### config.mk
export PLATFORM = sky130hd
export DESIGN_NAME = audio_i2s_frame_source_flat
export DESIGN_NICKNAME = d
export VERILOG_FILES = /design/src/rtl/audio_i2s_frame_source_if.sv /design/src/rtl/audio_i2s_frame_source.sv /design/src/flat_wrapper.sv
export SDC_FILE = /design/constraint.sdc
export NUM_CORES = 1
export LEC_CHECK = 0
export ABC_AREA = 1
export CELL_PAD_IN_SITES_DETAIL_PLACEMENT = 0
export CELL_PAD_IN_SITES_GLOBAL_PLACEMENT = 1
export CORE_MARGIN = 8
export CORE_UTILIZATION = 48
export DETAILED_ROUTE_END_ITERATION = 7
export PLACE_DENSITY = 0.95
export SYNTH_ARGS = -nofsm -noshare
export SYNTH_HDL_FRONTEND = slang
export SYNTH_SLANG_ARGS = --single-unit
### constraint.sdc
create_clock -name iCLK -period 7.71 [get_ports iCLK]
set_input_delay 1.542 -clock iCLK [delete_from_list [all_inputs] [get_ports iCLK]]
set_output_delay 1.542 -clock iCLK [all_outputs]
set_load 0.05 [all_outputs]
### src/rtl/audio_i2s_frame_source_if.sv
// Bundle between the synth engine, the frame source and the I2S serializer.
// The frame source (clock master) uses modport master; its neighbours use slave.
interface audio_i2s_frame_source_if #(
    parameter int SAMPLE_W = 24
);
    logic [SAMPLE_W-1:0] i_lsound_in;
    logic [SAMPLE_W-1:0] i_rsound_in;
    logic                i_valid;
    logic                o_ready;
    logic                oAUD_BCLK;
    logic                oAUD_DACLRCK;
    logic [SAMPLE_W-1:0] o_lsound_out;
    logic [SAMPLE_W-1:0] o_rsound_out;
    logic                o_frame_strobe;
    logic                o_underrun;
    logic                i_underrun_clr;

    modport master (
        input  i_lsound_in, i_rsound_in, i_valid, i_underrun_clr,
        output o_ready, oAUD_BCLK, oAUD_DACLRCK,
        output o_lsound_out, o_rsound_out, o_frame_strobe, o_underrun
    );

    modport slave (
        output i_lsound_in, i_rsound_in, i_valid, i_underrun_clr,
        input  o_ready, oAUD_BCLK, oAUD_DACLRCK,
        input  o_lsound_out, o_rsound_out, o_frame_strobe, o_underrun
    );
endinterface

### src/rtl/audio_i2s_frame_source.sv
// I2S BCLK/LRCK generator with a stereo sample FIFO that presents one pair per 64-BCLK frame.
// Optional macro AUDIO_UNDERRUN_MUTE_EN: load silence on underrun instead of repeating the last pair.
module audio_i2s_frame_source #(
    parameter int BCLK_DIV   = 8,
    parameter int SAMPLE_W   = 24,
    parameter int FIFO_DEPTH = 4
) (
    input logic                      iCLK,
    input logic                      reset_reg,
    audio_i2s_frame_source_if.master aud
);
    localparam int DIV_W = (BCLK_DIV > 1) ? $clog2(BCLK_DIV) : 1;
    localparam int PTR_W = $clog2(FIFO_DEPTH);
    localparam logic [DIV_W-1:0] DIV_LAST  = DIV_W'(BCLK_DIV - 1);
    localparam logic [PTR_W:0]   DEPTH_CNT = (PTR_W + 1)'(FIFO_DEPTH);

    logic [DIV_W-1:0]    div_cnt;
    logic                bclk;
    logic                lrck;
    logic [5:0]          bit_cnt;
    logic [5:0]          bit_cnt_nxt;
    logic                div_done;
    logic                bclk_fall;
    logic                frame_start;

    logic [SAMPLE_W-1:0] fifo_l [FIFO_DEPTH];
    logic [SAMPLE_W-1:0] fifo_r [FIFO_DEPTH];
    logic [PTR_W-1:0]    wr_ptr;
    logic [PTR_W-1:0]    rd_ptr;
    logic [PTR_W:0]      count;
    logic                fifo_empty;
    logic                ready;
    logic                push;
    logic                pop;

    logic [SAMPLE_W-1:0] lsound;
    logic [SAMPLE_W-1:0] rsound;
    logic                strobe;
    logic                underrun;

    // A frame starts on the BCLK falling toggle that wraps bit_cnt 63->0.
    assign div_done    = (div_cnt == DIV_LAST);
    assign bclk_fall   = div_done && bclk;
    assign bit_cnt_nxt = bit_cnt + 6'd1;
    assign frame_start = bclk_fall && (bit_cnt == 6'd63);

    assign fifo_empty = (count == '0);
    assign ready      = (count < DEPTH_CNT);
    assign push       = aud.i_valid && ready;
    assign pop        = frame_start && !fifo_empty;

    always_ff @(posedge iCLK) begin
        if (reset_reg) begin
            div_cnt <= '0;
            bclk    <= 1'b0;
            bit_cnt <= '0;
            lrck    <= 1'b0;
        end else if (div_done) begin
            div_cnt <= '0;
            bclk    <= ~bclk;
            if (bclk) begin
                bit_cnt <= bit_cnt_nxt;
                lrck    <= bit_cnt_nxt[5];
            end
        end else begin
            div_cnt <= div_cnt + DIV_W'(1);
        end
    end

    // Storage is not reset; clearing the pointers is enough to discard it.
    always_ff @(posedge iCLK) begin
        if (push) begin
            fifo_l[wr_ptr] <= aud.i_lsound_in;
            fifo_r[wr_ptr] <= aud.i_rsound_in;
        end
    end

    always_ff @(posedge iCLK) begin
        if (reset_reg) begin
            wr_ptr <= '0;
            rd_ptr <= '0;
            count  <= '0;
        end else begin
            if (push) begin
                wr_ptr <= wr_ptr + PTR_W'(1);
            end
            if (pop) begin
                rd_ptr <= rd_ptr + PTR_W'(1);
            end
            case ({push, pop})
                2'b10:   count <= count + (PTR_W + 1)'(1);
                2'b01:   count <= count - (PTR_W + 1)'(1);
                default: count <= count;
            endcase
        end
    end

    // Sample registers only change at frame start, so they hold across the frame.
    always_ff @(posedge iCLK) begin
        if (reset_reg) begin
            lsound   <= '0;
            rsound   <= '0;
            strobe   <= 1'b0;
            underrun <= 1'b0;
        end else begin
            strobe <= frame_start;
            if (pop) begin
                lsound <= fifo_l[rd_ptr];
                rsound <= fifo_r[rd_ptr];
            end
`ifdef AUDIO_UNDERRUN_MUTE_EN
            else if (frame_start) begin
                lsound <= '0;
                rsound <= '0;
            end
`endif
            if (frame_start && fifo_empty) begin
                underrun <= 1'b1;
            end else if (aud.i_underrun_clr) begin
                underrun <= 1'b0;
            end
        end
    end

    assign aud.o_ready        = ready;
    assign aud.oAUD_BCLK      = bclk;
    assign aud.oAUD_DACLRCK   = lrck;
    assign aud.o_lsound_out   = lsound;
    assign aud.o_rsound_out   = rsound;
    assign aud.o_frame_strobe = strobe;
    assign aud.o_underrun     = underrun;
endmodule

### src/flat_wrapper.sv
// flat-port wrapper written by rule: the top's interface ports become plain ports
module audio_i2s_frame_source_flat 
#(
    parameter int BCLK_DIV   = 8,
    parameter int SAMPLE_W   = 24,
    parameter int FIFO_DEPTH = 4
)
  (iCLK, reset_reg, aud_i_lsound_in, aud_i_rsound_in, aud_i_valid, aud_i_underrun_clr, aud_o_ready, aud_oAUD_BCLK, aud_oAUD_DACLRCK, aud_o_lsound_out, aud_o_rsound_out, aud_o_frame_strobe, aud_o_underrun);
  audio_i2s_frame_source_if #(.SAMPLE_W(SAMPLE_W)) aud_i ();
  input logic iCLK;
  input logic reset_reg;
  input wire logic [$bits(aud_i.i_lsound_in)-1:0] aud_i_lsound_in;
  input wire logic [$bits(aud_i.i_rsound_in)-1:0] aud_i_rsound_in;
  input wire logic [$bits(aud_i.i_valid)-1:0] aud_i_valid;
  input wire logic [$bits(aud_i.i_underrun_clr)-1:0] aud_i_underrun_clr;
  output wire logic [$bits(aud_i.o_ready)-1:0] aud_o_ready;
  output wire logic [$bits(aud_i.oAUD_BCLK)-1:0] aud_oAUD_BCLK;
  output wire logic [$bits(aud_i.oAUD_DACLRCK)-1:0] aud_oAUD_DACLRCK;
  output wire logic [$bits(aud_i.o_lsound_out)-1:0] aud_o_lsound_out;
  output wire logic [$bits(aud_i.o_rsound_out)-1:0] aud_o_rsound_out;
  output wire logic [$bits(aud_i.o_frame_strobe)-1:0] aud_o_frame_strobe;
  output wire logic [$bits(aud_i.o_underrun)-1:0] aud_o_underrun;
  assign aud_i.i_lsound_in = aud_i_lsound_in;
  assign aud_i.i_rsound_in = aud_i_rsound_in;
  assign aud_i.i_valid = aud_i_valid;
  assign aud_i.i_underrun_clr = aud_i_underrun_clr;
  assign aud_o_ready = aud_i.o_ready;
  assign aud_oAUD_BCLK = aud_i.oAUD_BCLK;
  assign aud_oAUD_DACLRCK = aud_i.oAUD_DACLRCK;
  assign aud_o_lsound_out = aud_i.o_lsound_out;
  assign aud_o_rsound_out = aud_i.o_rsound_out;
  assign aud_o_frame_strobe = aud_i.o_frame_strobe;
  assign aud_o_underrun = aud_i.o_underrun;
  audio_i2s_frame_source #(.BCLK_DIV(BCLK_DIV), .SAMPLE_W(SAMPLE_W), .FIFO_DEPTH(FIFO_DEPTH)) u_core (.iCLK(iCLK), .reset_reg(reset_reg), .aud(aud_i));
endmodule
Word level (Yosys, flattened, before mapping). Memory sizes are Yosys's and may differ from the RTL's. A register that Yosys moved wholly into a read port is not among the register bits. Index checks and enable logic that the tools add are counted.

Equal/unequal tests: 4. Bitwise operators: 1. Muxes and demuxes: 5. Reduce and logical (&&, ||, !) cells: 11. Add/subtract/negate cells: 6. Magnitude comparators: 1.

Operator list (count): $add A3 B1 Y3 const B (2); $add A6 B1 Y6 const B (1); $eq A6 B6 Y1 const B (1); $pmux W3 S2 (1); $logic_and A1 B1 Y1 (5); $add A2 B1 Y2 const B (2); $mux W1 (4); $reduce_bool A2 Y1 (2); $eq A3 B3 Y1 const B (1); $logic_not A3 Y1 (1); $lt A3 B3 Y1 const B (1); $sub A3 B1 Y3 const B (1); $eq A2 B1 Y1 const B (1); $eq A2 B2 Y1 const B (1); $reduce_and A2 Y1 (1); $reduce_or A2 Y1 (1); $logic_not A1 Y1 (1); $not A1 Y1 (1).

Input port bits: 52. Output and inout bits: 53. Memories kept: 2. Memory bits (writable): 192. Register bits after elaboration: 20.

Memory list: u_core.fifo_l (words 4, width 24, read ports 1, clocked after Yosys merged registers in 1, wr ports 1, RTL line audio_i2s_frame_source.sv:26) `logic [SAMPLE_W-1:0] fifo_l [FIFO_DEPTH];`; u_core.fifo_r (words 4, width 24, read ports 1, clocked after Yosys merged registers in 1, wr ports 1, RTL line audio_i2s_frame_source.sv:27) `logic [SAMPLE_W-1:0] fifo_r [FIFO_DEPTH];`.

Logic depth before layout (Yosys ltp). Gate-level depths: netlist (run 1).

Depth after elaboration: 6. Depth in mapped cells: 16. Gate-level depth less buffers: 14.

Least setup slack after synthesis (run 1). Ideal clock, no wire load.

Path kind: input to register. Start point: in aud_i_valid. End point: mem u_core.fifo_l[0][0], enable pin. Arrival: 3.759 ns. Path buffers: 0. Stages on the path: 2. Setup time: 0.454 ns. Slack: 3.497 ns. Cells stage by stage: nand2_1 nor2_1.

Cells in the longest elaborated chain, start to end: 3.

Ends and longest elaborated chain: from (decl) (RTL line flat_wrapper.sv:14) `input wire logic [$bits(aud_i.i_valid)-1:0] aud_i_valid;`; $logic_and A1 B1 Y1 (RTL line audio_i2s_frame_source.sv:49) `assign push = aud.i_valid && ready;`; $mux W1 (RTL line audio_i2s_frame_source.sv:72) `if (push) begin`; $mux W1 (not written as such) (RTL line audio_i2s_frame_source.sv:73) `fifo_l[wr_ptr] <= aud.i_lsound_in;`; to (decl) (RTL line audio_i2s_frame_source.sv:26).

No other way between the ends.

Worst setup path after layout (run 1).
Start point: reg u_core.count[2]. End point: out aud_o_ready.

Cells in the longest elaborated chain, start to end: 1.

Ends and longest elaborated chain: from (decl) (RTL line audio_i2s_frame_source.sv:30) `logic [PTR_W:0] count;`; from (signal assigned) (RTL line audio_i2s_frame_source.sv:91) `2'b10: count <= count + (PTR_W + 1)'(1);`; from (signal assigned) (RTL line audio_i2s_frame_source.sv:92) `2'b01: count <= count - (PTR_W + 1)'(1);`; from (signal assigned) (RTL line audio_i2s_frame_source.sv:93) `default: count <= count;`; $lt A3 B3 Y1 (RTL line audio_i2s_frame_source.sv:48) `assign ready = (count < DEPTH_CNT);`; to (decl) (RTL line flat_wrapper.sv:16) `output wire logic [$bits(aud_i.o_ready)-1:0] aud_o_ready;`.

No other way between the ends.

==> impl_metrics.csv, run 1 <==
group,metric,value,unit
synth,ys_seq_area_share,69.5,%
drt,first_pass_iters,5,
worst_setup_path,slowest_stage,"clkdlybuf4s50_1",
layout,finalNetCount,1136,
sta,hold_viol_final,0,
synth,syn_area_per_cell,10.4,um2
global_routing,grt_pass1_vias,6451,
floorplanning,design.core.area,21000,um2
clocking,cts_root_buffer,"clkbuf_16",
layout,fin_cells,1370,
run,max_cap_violations,0,
layout,fin_area,12300,um2
clocking,cts_tree,"built",
drt,drc,0,
synth,synth_flop_cell,"edfxtp_1",
synth,yosys.area.top_type_share,56.4,%
run_status,outcome,"finished clean",
worst_setup_path,max_stage_delay,0.82,ns
clocking,cts_hold_buf,0,
placement,portBuffers,104,
global_routing,antenna_found_initial,0,
layout,diodes,0,
sta,fmax,0.303,GHz
clocking,clock_latency,0.52,ns
floorplanning,io_pins,105,
floorplanning,placementRows,53,
placement,gp_congestion,0.727,
worst_setup_path,cp_max_fo,4,
sta,finalSetupTns,0,ns
synth,async_reset_ff_share,0,%
drt,avgRoutedWirePerCell,14.9,um
worst_setup_path,path_cells,"inv_1, clkdlybuf4s50_1",
clocking,cts_resized,0,
synth,synthMostInstantiatedCell,"nor2_1",
worst_setup_path,cp_top_family,"buffers and inverters",
placement,placedCellCount,1322,
global_routing,grt_pass1_wl,32600,um
floorplanning,initial_core_util,48.8,%
placement,dp_hpwl,11600,um
clocking,cts_sinks,259,
placement,postPlaceCellArea,11400,um2
synth,synth_area,10200,um2
drt,first_iter_violations,326,
pwr,total_power,2.91,mW
clocking,htree_levels,1,
pwr,power_density,237,nW/um2
sta,setup_viol,0,
drt,wirelength,20300,um
layout,area_growth,20.2,%
global_routing,grt_overflow,0,
floorplanning,die_height,162,um
synth,yosysUniqueCellTypes,26,
synth,synthTopCellsByCount,"304 x nor2_1, 192 x edfxtp_1, 151 x nand2_1",
layout,drive_gt1_share,6.85,%
synth,yosys_warnings,0,
worst_setup_path,cp.arrival,1.76,ns
worst_hold_path,hold_class,"register to register",
synth,ys_ff_latch,259,
layout,finalCoreUtilization,58.6,%
sta,fin_skew,0.0148,ns
clocking,cts_buffers,26,
synth,syn_nets,1046,
floorplanning,die_area,26200,um2
drt,vias_per_cell,4.80,
drt,num_vias,6580,
worst_setup_path,worstSetupPathType,"register to primary output",
synth,yosysTopAreaCell,"edfxtp_1",
synth,synth_cells,985,
clocking,cts.clk_slew.worst_paths,0.06,ns
floorplanning,die_w,162,um
sta,tightest_slew,1.15,ns
global_routing,track_usage,15.2,%
sta,slew_headroom,23.1,%
synth,yosys-top-cells-area,"edfxtp_1 56%, dfxtp_1 13%, nor2_1 11%, nand2_1 5.5%, o21ai_0 4.7%",
sta,fin_crit_sh,42.8,%
worst_setup_path,end_kind,"primary output",
synth,synth_edf_count,192,
clocking,clockBufferDepth,3,
pwr,irDropWorstVdd,0.000150,V
worst_setup_path,worst-path-buf-inv,2,
drt,final_antenna_net_count,0,
global_routing,grt_max_degree,101,
worst_setup_path,critPathRequiredTime,6.17,ns
clocking,postCtsSetupRepairBufs,0,
worst_setup_path,start_kind,"register",
pwr,cellLeakagePower,4.70,nW
sta,slew_violations,0,
sta,rsz0062_at_grt,"no",
sta,fin_crit,3.30,ns
[worst paths after layout]
kind | startpoint | to | slack, ns | cells after the start
min | u_core.div_cnt[0] | u_core.div_cnt[0] | 0.42 | 1
min reg2reg | u_core.div_cnt[0] | u_core.div_cnt[0] | 0.42 | 1
max reg2reg | u_core.div_cnt[0] | u_core.count[2] | 4.79 | 15
max | u_core.count[2] | aud_o_ready | 4.41 | 2
[metrics by stage]
stage	hold WS, ns	setup WS [ns]
6_report	0.417	4.41
4_1_cts	0.424	4.38
2_1_floorplan	0.397	3.50
3_5_place_dp	0.415	4.16
3_3_place_gp	0.406	4.14
5_1_grt	0.440	4.36
[power by group]
part,total (mW),switching (mW),internal (mW)
logic,0.120,0.0759,0.0439
registers,1.56,0.0107,1.55
clock network,1.23,0.511,0.724
total,2.91,0.597,2.32
[placed cells by master (no fill, tap or decap), drive strengths merged, types with 2 or more instances in the layout]
cell,synthesis,layout
nor2,306,306
edfxtp,192,192
nand2,162,162
o21ai,105,105
clkdlybuf4s50,0,104
inv,72,76
dfxtp,67,67
clkbuf,20,32
a21oi,10,10
clkinv,1,9
ha,8,8
buf,29,7
nand4,3,3
nand3,3,3
nor3,2,2
bufinv,0,2
clkinvlp,0,2
[sequential cells by signal (all words and copies together), names as in the netlist]
name / cells
u_core.wr_ptr: 2
u_core.aud.oAUD_BCLK: 1
u_core.bit_cnt: 6
u_core.div_cnt: 3
u_core.fifo_l: 96
u_core.fifo_r: 96
u_core.aud.o_frame_strobe: 1
u_core.aud.o_underrun: 1
u_core.count: 3
u_core.rd_ptr: 2
u_core.aud.o_lsound_out: 24
u_core.aud.o_rsound_out: 24
[per-layer routing]
metal  wire length [um]  global-route usage (%)  vias up
met3               1210                    2.66       16
met4                214                    3.66        0
li1                   -                       -     3383
met2               9830                    26.5      153
met5                  0                       0        -
met1               9100                    19.5     3028
[kinds of logic after synthesis]
logic type                 Yosys count  synth area share, %
AOI/OAI and AO/OA                  116                 5.71
buffers and inverters              122                 5.38
DFF                                259                 69.5
adders and majority gates            9                 1.18
and+or+nand+nor                    479                 18.2
[layout make-up]
type / instances / area, um2
inverters: 73 / 274
clock buffers: 32 / 704
multi-input cells: 604 / 2610
repair buffers: 111 / 1090
clock inverters: 16 / 153
fillers: 1720 / 8670
well taps: 275 / 344
flip-flops and latches: 259 / 7110
Power figures use the tool's default switching activity.
==> inputs of run 2 (changes only) <==
CORE_UTILIZATION = 44   (was 48)
PLACE_DENSITY = 0.88   (was 0.95)
clock period = 3.15 ns   (was 7.71 ns; I/O delays follow)
==> impl_metrics.csv, run 2 (synthesis results as in run 1) <==
group,metric,value,unit
run_status,outcome,"finished clean",
floorplanning,initial_core_util,45.0,%
drt,first_iter_violations,482,
layout,finalNetCount,1147,
clocking,cts.clk_slew.worst_paths,0.06,ns
worst_setup_path,max_stage_delay,0.63,ns
clocking,postCtsSetupRepairBufs,0,
clocking,clockBufferDepth,3,
sta,fin_skew,0.0181,ns
worst_hold_path,hold_class,"register to register",
sta,slew_headroom,42.1,%
clocking,cts_tree,"built",
clocking,cts_root_buffer,"clkbuf_16",
global_routing,grt_pass1_vias,6594,
drt,wirelength,20800,um
clocking,cts_resized,0,
sta,setup_viol,0,
drt,drc,0,
worst_setup_path,cp.arrival,2.85,ns
clocking,cts_hold_buf,0,
global_routing,track_usage,14.8,%
placement,dp_hpwl,12500,um
floorplanning,design.core.area,22700,um2
worst_setup_path,cp_top_family,"buffers and inverters",
layout,top_regs,"u_core.fifo_l: 96 flops, u_core.fifo_r: 96 flops",
floorplanning,die_area,28400,um2
sta,tightest_slew,0.868,ns
layout,area_growth,22.5,%
clocking,cts_buffers,27,
pwr,cellLeakagePower,4.78,nW
floorplanning,placementRows,55,
layout,diodes,0,
sta,hold_viol_final,0,
drt,vias_per_cell,4.75,
floorplanning,die_height,168,um
layout,layout_common_cells,"300 x nor2_1, 192 x edfxtp_1, 151 x nand2_1",
worst_setup_path,end_kind,"register",
sta,hold_ws,0.423,ns
sta,setup_ws,0.733,ns
worst_setup_path,start_kind,"register",
sta,fin_crit,2.42,ns
global_routing,grt_pass1_wl,34000,um
worst_setup_path,slowest_stage,"buf_4",
placement,portBuffers,104,
sta,fin_crit_sh,76.7,%
pwr,power_density,592,nW/um2
drt,first_pass_iters,4,
floorplanning,die_w,168,um
clocking,clock_latency,0.53,ns
sta,rsz0062_at_grt,"no",
worst_setup_path,path_cells,"ha_1, ha_1, nand2_2, nor2_2, nand3_4, buf_4, buf_4, nand2_1, nand2_1, nor2_1",
placement,dpl_worst_slack,0.531,ns
worst_setup_path,worstSetupPathType,"register to register",
clocking,cts_sinks,259,
drt,num_vias,6615,
run,max_cap_violations,0,
global_routing,grt_overflow,0,
placement,gp_congestion,0.752,
worst_setup_path,critPathRequiredTime,3.58,ns
sta,fmax,0.414,GHz
sta,slew_violations,0,
worst_setup_path,worst-path-buf-inv,2,
floorplanning,io_pins,105,
global_routing,grt_max_degree,79,
layout,drive_gt1_share,7.86,%
worst_setup_path,cp_max_fo,57,
drt,avgRoutedWirePerCell,15.0,um
global_routing,antenna_found_initial,0,
pwr,irDropWorstVdd,0.000402,V
drt,final_antenna_net_count,0,
layout,final_common_cell,"nor2_1",
clocking,htree_levels,1,
run 2: cell count changes in the layout (fill, tap and decap cells not counted), sizes merged:
cell      change
clkbuf        -3
bufinv        +3
clkinvlp      +4
buf          +10
clkinv        -2
run 2: through the flow:
step	util, %	power, mW	cells	cell area [um2]	setup TNS [ns]
2_1_floorplan	-	4.03	985	10200	-54.49
3_3_place_gp	51.0	4.19	1342	11600	0
3_5_place_dp	51.0	4.20	1342	11600	0
4_1_cts	55.1	7.50	1392	12500	0
5_1_grt	55.1	7.69	1392	12500	0
6_report	55.1	7.42	1392	12500	0
run 2: area by class of cell:
class | instances | area (um2)
Timing Repair Buffer | 121 | 1230
Multi-Input combinational cell | 604 | 2610
Fill cell | 1924 | 10200
Tap cell | 285 | 357
Inverter | 73 | 274
Clock buffer | 29 | 683
Sequential cell | 259 | 7110
Clock inverter | 21 | 260
run 2: power breakdown:
group          internal [mW]  switching [mW]
logic                  0.120           0.189
registers               3.79          0.0254
clock network           2.00            1.30
run 2: worst paths after layout:
path	to	cells past startpoint	slack (ns)	start
max	u_core.aud.o_rsound_out[18]	10	0.73	u_core.div_cnt[0]
min	u_core.div_cnt[0]	1	0.42	u_core.div_cnt[0]
max reg2reg	u_core.aud.o_rsound_out[18]	10	0.73	u_core.div_cnt[0]
min reg2reg	u_core.div_cnt[0]	1	0.42	u_core.div_cnt[0]
run 2: layer usage:
metal	up-vias	global-route usage (%)	wire, um
li1	3404	-	-
met1	3055	18.7	9290
met2	132	25.6	10200
met3	24	3.02	1100
met4	0	3.69	272
met5	-	0	0
